File: src/rtl/regfile_loader.sv
// regfile_loader: streams one word into each of registers 1..NREG-1, then
// reads back registers 0..NREG-1 and compares the sum against the load-time
// checksum. It also confirms that register 0 reads as zero.
module regfile_loader #(
    parameter int WIDTH   = 8,
    parameter int REGBITS = 3
) (
    input  logic               clk,
    input  logic               rst_n,
    input  logic               start,
    input  logic               in_valid,
    input  logic [WIDTH-1:0]   in_data,
    output logic               in_ready,
    output logic               regwrite,
    output logic [REGBITS-1:0] wa,
    output logic [WIDTH-1:0]   wd,
    output logic [REGBITS-1:0] ra,
    input  logic [WIDTH-1:0]   rd,
    output logic               busy,
    output logic               done,
    output logic               pass,
    output logic [WIDTH-1:0]   checksum
);

    typedef enum logic [1:0] {IDLE, LOAD, VERIFY, DONE} state_t;

    localparam logic [REGBITS-1:0] LAST = '1;

    state_t             state, state_nx;
    // One counter serves both phases: it wraps from NREG-1 to 0 at the final
    // load, which is exactly where the read-back sweep begins.
    logic [REGBITS-1:0] addr;
    logic [WIDTH-1:0]   vsum;
    logic               zero_fail;
    logic               hs;

    assign hs = (state == LOAD) && in_valid;

    // State register
    always_ff @(posedge clk or negedge rst_n) begin
        if (!rst_n) state <= IDLE;
        else        state <= state_nx;
    end

    // Next-state logic
    always_comb begin
        state_nx = state;
        case (state)
            IDLE:    if (start) state_nx = LOAD;
            LOAD:    if (hs && addr == LAST) state_nx = VERIFY;
            VERIFY:  if (addr == LAST) state_nx = DONE;
            DONE:    state_nx = IDLE;
            default: state_nx = IDLE;
        endcase
    end

    // Outputs decoded from state; write and read ports are held at zero when idle
    always_comb begin
        in_ready = (state == LOAD);
        regwrite = hs;
        wa       = hs ? addr : '0;
        wd       = hs ? in_data : '0;
        ra       = (state == VERIFY) ? addr : '0;
        busy     = (state != IDLE);
        done     = (state == DONE);
    end

    // Address counter, load checksum, read-back sum and the pass verdict
    always_ff @(posedge clk or negedge rst_n) begin
        if (!rst_n) begin
            addr      <= '0;
            checksum  <= '0;
            vsum      <= '0;
            zero_fail <= 1'b0;
            pass      <= 1'b0;
        end else begin
            case (state)
                IDLE: if (start) begin
                    addr      <= REGBITS'(1);
                    checksum  <= '0;
                    vsum      <= '0;
                    zero_fail <= 1'b0;
                    pass      <= 1'b0;
                end
                LOAD: if (hs) begin
                    addr     <= addr + 1'b1;
                    checksum <= checksum + in_data;
                end
                VERIFY: begin
                    addr <= addr + 1'b1;
                    vsum <= vsum + rd;
                    if (addr == '0 && rd != '0) zero_fail <= 1'b1;
                end
                DONE: pass <= (vsum == checksum) && !zero_fail;
                default: ;
            endcase
        end
    end

endmodule

File: config.mk
export PLATFORM = sky130hd
export DESIGN_NAME = regfile_loader
export DESIGN_NICKNAME = d
export VERILOG_FILES = /design/src/rtl/regfile_loader.sv
export SDC_FILE = /design/constraint.sdc
export NUM_CORES = 1
export LEC_CHECK = 0
export CORE_ASPECT_RATIO = 0.7
export CORE_MARGIN = 1.5
export CORE_UTILIZATION = 49
export DETAILED_ROUTE_END_ITERATION = 8
export PLACE_DENSITY = 0.8
export SETUP_SLACK_MARGIN = 0.2
export SLEW_MARGIN = 20
export SYNTH_ARGS = -nofsm -noshare
export SYNTH_HDL_FRONTEND = slang
export SYNTH_SLANG_ARGS = --single-unit
File: constraint.sdc
create_clock -name clk -period 2.6 [get_ports clk]
set_clock_uncertainty 0.2 [all_clocks]
set_input_delay 0.52 -clock clk [delete_from_list [all_inputs] [get_ports clk]]
set_output_delay 0.52 -clock clk [all_outputs]
set_load 0.02 [all_outputs]
-- Word-level counts from Yosys, hierarchy flattened
Cells that the tools add are included.
- word-level logic and storage cells: 56
- memories kept: 0
- register bits after elaboration: 23
- input bits: 20
- latch bits: 0
- bits in read-only memories: 0
- RAM bits: 0
- output and inout port bits: 27
- $add $sub $neg: 3
- muxes and demuxes: 18
- $mul: 0
- equal/unequal tests: 10
- reduce and logical (&&, ||, !) cells: 19
- order comparisons: 0
- shifts and indexed selects: 0
- bitwise gates (word level): 0
- divide/modulo/power cells: 0
- operators by type and width (cell ; number):
    one-hot mux 8 bit (2 select lines) ; 2
    2-to-1 mux 8 bit ; 3
    adder 8 bit ; 2
    2-to-1 mux 3 bit ; 4
    AND reduction 3 bit ; 4
    one-hot mux 3 bit (3 select lines) ; 1
    == test 8 bit ; 1
    one-hot mux 2 bit (4 select lines) ; 1
    nonzero test 2 bit ; 4
    nonzero test 8 bit ; 1
    2-to-1 mux 2 bit ; 3
    inequality test 2 x 1 -> 1 bit, second input constant ; 3
    == test 2 bit, second input constant ; 2
    logical AND 1 bit ; 4
    inequality test 2 bit, second input constant ; 2
    one-hot mux 1 bit (2 select lines) ; 2
    AND reduction 2 bit ; 2
    adder 3 x 1 -> 3 bit, second input constant ; 1
    == test 3 bit, second input constant ; 1
    zero test 3 bit ; 1
    nonzero test 3 bit ; 1
    == test 2 x 1 -> 1 bit, second input constant ; 1
    zero test 2 bit ; 1
    2-to-1 mux 1 bit ; 2
    zero test 1 bit ; 1

-- Logic depth before layout (Yosys ltp)
- depth in word-level cells: 5
- gate-level depth with buffers: 9
- mapped depth without buffers: 8

-- Worst setup path before layout
OpenSTA, ideal clock, no wires.
- path kind: input -> register
- from: input rd[0]
- to: register vsum[6]
- path buffers: 0
- setup time: 0.127 ns
- slack: 0.303 ns
- data required time: 2.273 ns
- stages on the path: 8
- arrival: 1.970 ns
- cells stage by stage: ha_1 -> fa_1 -> a21o_2 -> a21oi_1 -> o21bai_1 -> a21oi_1 -> xor2_1 -> o21ai_0
- cells in the longest elaborated chain, start to end: 2
- ends and longest elaborated chain (element ; RTL line ; source):
    start, declared ; 18 ; input logic [WIDTH-1:0] rd,
    adder 8 bit ; 91 ; vsum <= vsum + rd;
    one-hot mux 8 bit (2 select lines) ; 77 ; case (state)
    end signal, assigned ; 91 ;
    end, declared ; 33 ; logic [WIDTH-1:0] vsum;
No other way between the ends.
A chain may end at the register's enable or synchronous reset.

-- Final worst setup path
- from: input rd[4]
- to: register vsum[7]
Same word-level chain as after synthesis.

==> run_results.csv <==
group,metric,value,unit
timing,timing.setup.tns,0,ns
setup_path,worstSetupStartpointType,"input pin",
cells_and_area,final_common_cell,"clkdlybuf4s50_1",
die,ioPinCount,47,
placement,gp_congestion,0.783,
logic_synthesis,netlist_area,0.00183,mm2
global_routing,overflow,0,
detailed_routing,vias_per_cell,5.49,
clocking,cts_buffers,3,
detailed_routing,drc_errors,0,
timing,worst_hold_slack,0.301,ns
clocking,cts_tree,"built",
timing,max_slew.worst_pin.slew,0.639,ns
timing,setup_slack,0.260,ns
global_routing,antenna_found_initial,0,
timing,fin_crit_sh,90.0,%
cells_and_area,areaGrowthSynthToFinish,41.0,%
die,coreArea,0.00354,mm2
detailed_routing,dr.pass1.iters,4,
timing,max_freq,0.427,GHz
timing,max-slew-margin-rel,57.3,%
flow_run,maxCapViolations,0,
detailed_routing,ant_nets,0,
hold_path,min_path_type,"reg -> reg",
detailed_routing,routed_wl,4.95,mm
setup_path,worst-setup-path-type,"in -> reg",
global_routing,grt_start_max_net_pins,24,
logic_synthesis,ys.flop_type,"dfrtp_1",
clocking,clockBufferDepth,2,
logic_synthesis,ys_types,42,
setup_path,cp.required,2.55,ns
setup_path,cp-end-kind,"flop",
placement,dp_slack,-0.221,ns
cells_and_area,n_antenna_cell,0,
pwr,powerDensity,1150,mW/mm2
timing,hold_viol_final,0,
setup_path,cp.arrival,2.29,ns
die,rows,18,
cells_and_area,layout.nets,307,
detailed_routing,drtIter0Drc,144,
run_status,outcome,"completed",
clocking,path_clk_slew,0.08,ns
global_routing,grt_pass1_vias,1671,
clocking,clock-root-buffer,"clkbuf_8",
die,dieArea,0.00411,mm2
die,start_util,51.6,%
pwr,cellLeakagePower,1.28,nW
logic_synthesis,syn_nets,238,
logic_synthesis,synthArstFlopShare,100,%
timing,fin_crit,2.34,ns
clocking,clock_latency,0.26,ns
setup_path,critPathMaxFanout,3,
timing,rsz0062_at_grt,"yes",
global_routing,track_usage,24.8,%
detailed_routing,num_vias,1706,
die,die_w,76.0,um
placement,numPortBuffers,46,
logic_synthesis,ys_ff_latch,23,
pwr,power,2.95,mW
pwr,ir_drop,642,uV
clocking,h-tree-depth,1,
detailed_routing,wl_per_cell,15.9,um
timing,setup-violations-final,0,
cells_and_area,fin_area,0.00257,mm2
placement,hpwl,3.52,mm
logic_synthesis,yosysWarnings,0,
logic_synthesis,avgSynthCellArea,9.46,um2
cells_and_area,drive_gt1_share,24.1,%
placement,place_area,0.00246,mm2
die,die-height,54.1,um
timing,finalMaxSlewViolations,0,
clocking,clock-sinks,23,
logic_synthesis,synth_enable_flop_cells,0,
logic_synthesis,seq_area_frac_synth,31.5,%
logic_synthesis,synthCells,193,
cells_and_area,final_cell_mix,"clkdlybuf4s50_1, dfrtp_1, buf_4, ha_1",
global_routing,grt_pass1_wl,7.96,mm
worst paths after layout:
path | cells after the start | slack, ns | to | start
worst max-delay path | 8 | 0.26 | vsum[7] | rd[4]
worst min-delay path | 1 | 0.30 | zero_fail | zero_fail
worst max register to register | 8 | 0.39 | vsum[6] | vsum[0]
worst min register to register | 1 | 0.30 | zero_fail | zero_fail
max in group asynchronous | 2 | 1.56 | addr[1] | rst_n
min in group asynchronous | 2 | 0.41 | vsum[0] | rst_n
power breakdown:
| group | leakage (nW) | switching [mW] | total, mW | internal, mW |
|---|---|---|---|---|
| logic | 0.964 | 1.04 | 2.01 | 0.971 |
| clock network | 0.0228 | 0.113 | 0.222 | 0.109 |
| registers | 0.295 | 0.202 | 0.713 | 0.511 |
registers in the layout (all words and copies together), names as in the netlist:
signal     flops
state          2
pass           1
zero_fail      1
vsum           8
addr           3
checksum       8
worst max-delay path, cell delays in order:
cell	delay, ns
clkdlybuf4s50_1	0.53
ha_4	0.23
a21oi_2	0.12
nor2b_1	0.05
o31a_1	0.29
or3_4	0.34
a21oi_2	0.14
nor3b_2	0.06
kinds of logic after synthesis:
kind of cell             after synthesis  synth area share [%]
adder cells (fa/ha/maj)               25                  18.0
AND/OR/NAND/NOR                       50                  15.2
multiplexers                           3                  1.78
buffers and inverters                 17                  3.77
flip-flops                            23                  31.5
AO/OA/AOI/OAI                         56                  20.6
XOR/XNOR                              19                  9.12
synth_stat cells (2+ instances only):
master / count / area (um2)
ha_1: 23 / 288
nand3_1: 5 / 25.0
o21bai_1: 4 / 30.0
fa_1: 2 / 40.0
nor4_1: 4 / 25.0
a21oi_1: 13 / 65.1
inv_1: 12 / 45.0
and3_1: 12 / 75.1
nor3_1: 2 / 10.0
a21o_1: 5 / 37.5
xor2_1: 9 / 78.8
clkbuf_1: 3 / 11.3
o22a_1: 2 / 17.5
o21ai_0: 14 / 70.1
a32o_1: 2 / 20.0
mux2_2: 2 / 22.5
nor2_1: 2 / 7.51
and2_1: 5 / 31.3
a22o_1: 6 / 52.6
dfrtp_1: 23 / 576
xnor2_1: 10 / 87.6
nand2_1: 12 / 45.0
nor2b_1: 2 / 12.5
routing by layer:
metal	track usage (%)	vias up	share of wire, %
met1	34.0	805	47
met3	5.08	4	7.6
li1	-	835	-
met5	0	-	0
met2	41.6	62	45
met4	4.94	0	0.42
final cells by class:
| cell class | count | area (um2) |
|---|---|---|
| multi-input cells | 153 | 1270 |
| fillers | 259 | 962 |
| flip-flops and latches | 23 | 576 |
| repair buffers | 69 | 576 |
| well taps | 50 | 62.6 |
| clock buffers | 4 | 45.0 |
| inverters | 12 | 45.0 |
metrics by stage:
stage	utilization, %	std cells
global route	72.8	311
detailed placement	69.6	302
global placement	69.6	302
floorplan	-	193
CTS	72.4	310
finish	72.8	311
what timing repair did:
item	4_1_cts	5_1_grt
resized for setup	30	37
setup endpoints to repair	22	18
setup buffers	4	1
hold buffers	0	0
pin swaps	6	7
(Power assumes the default switching activity.)
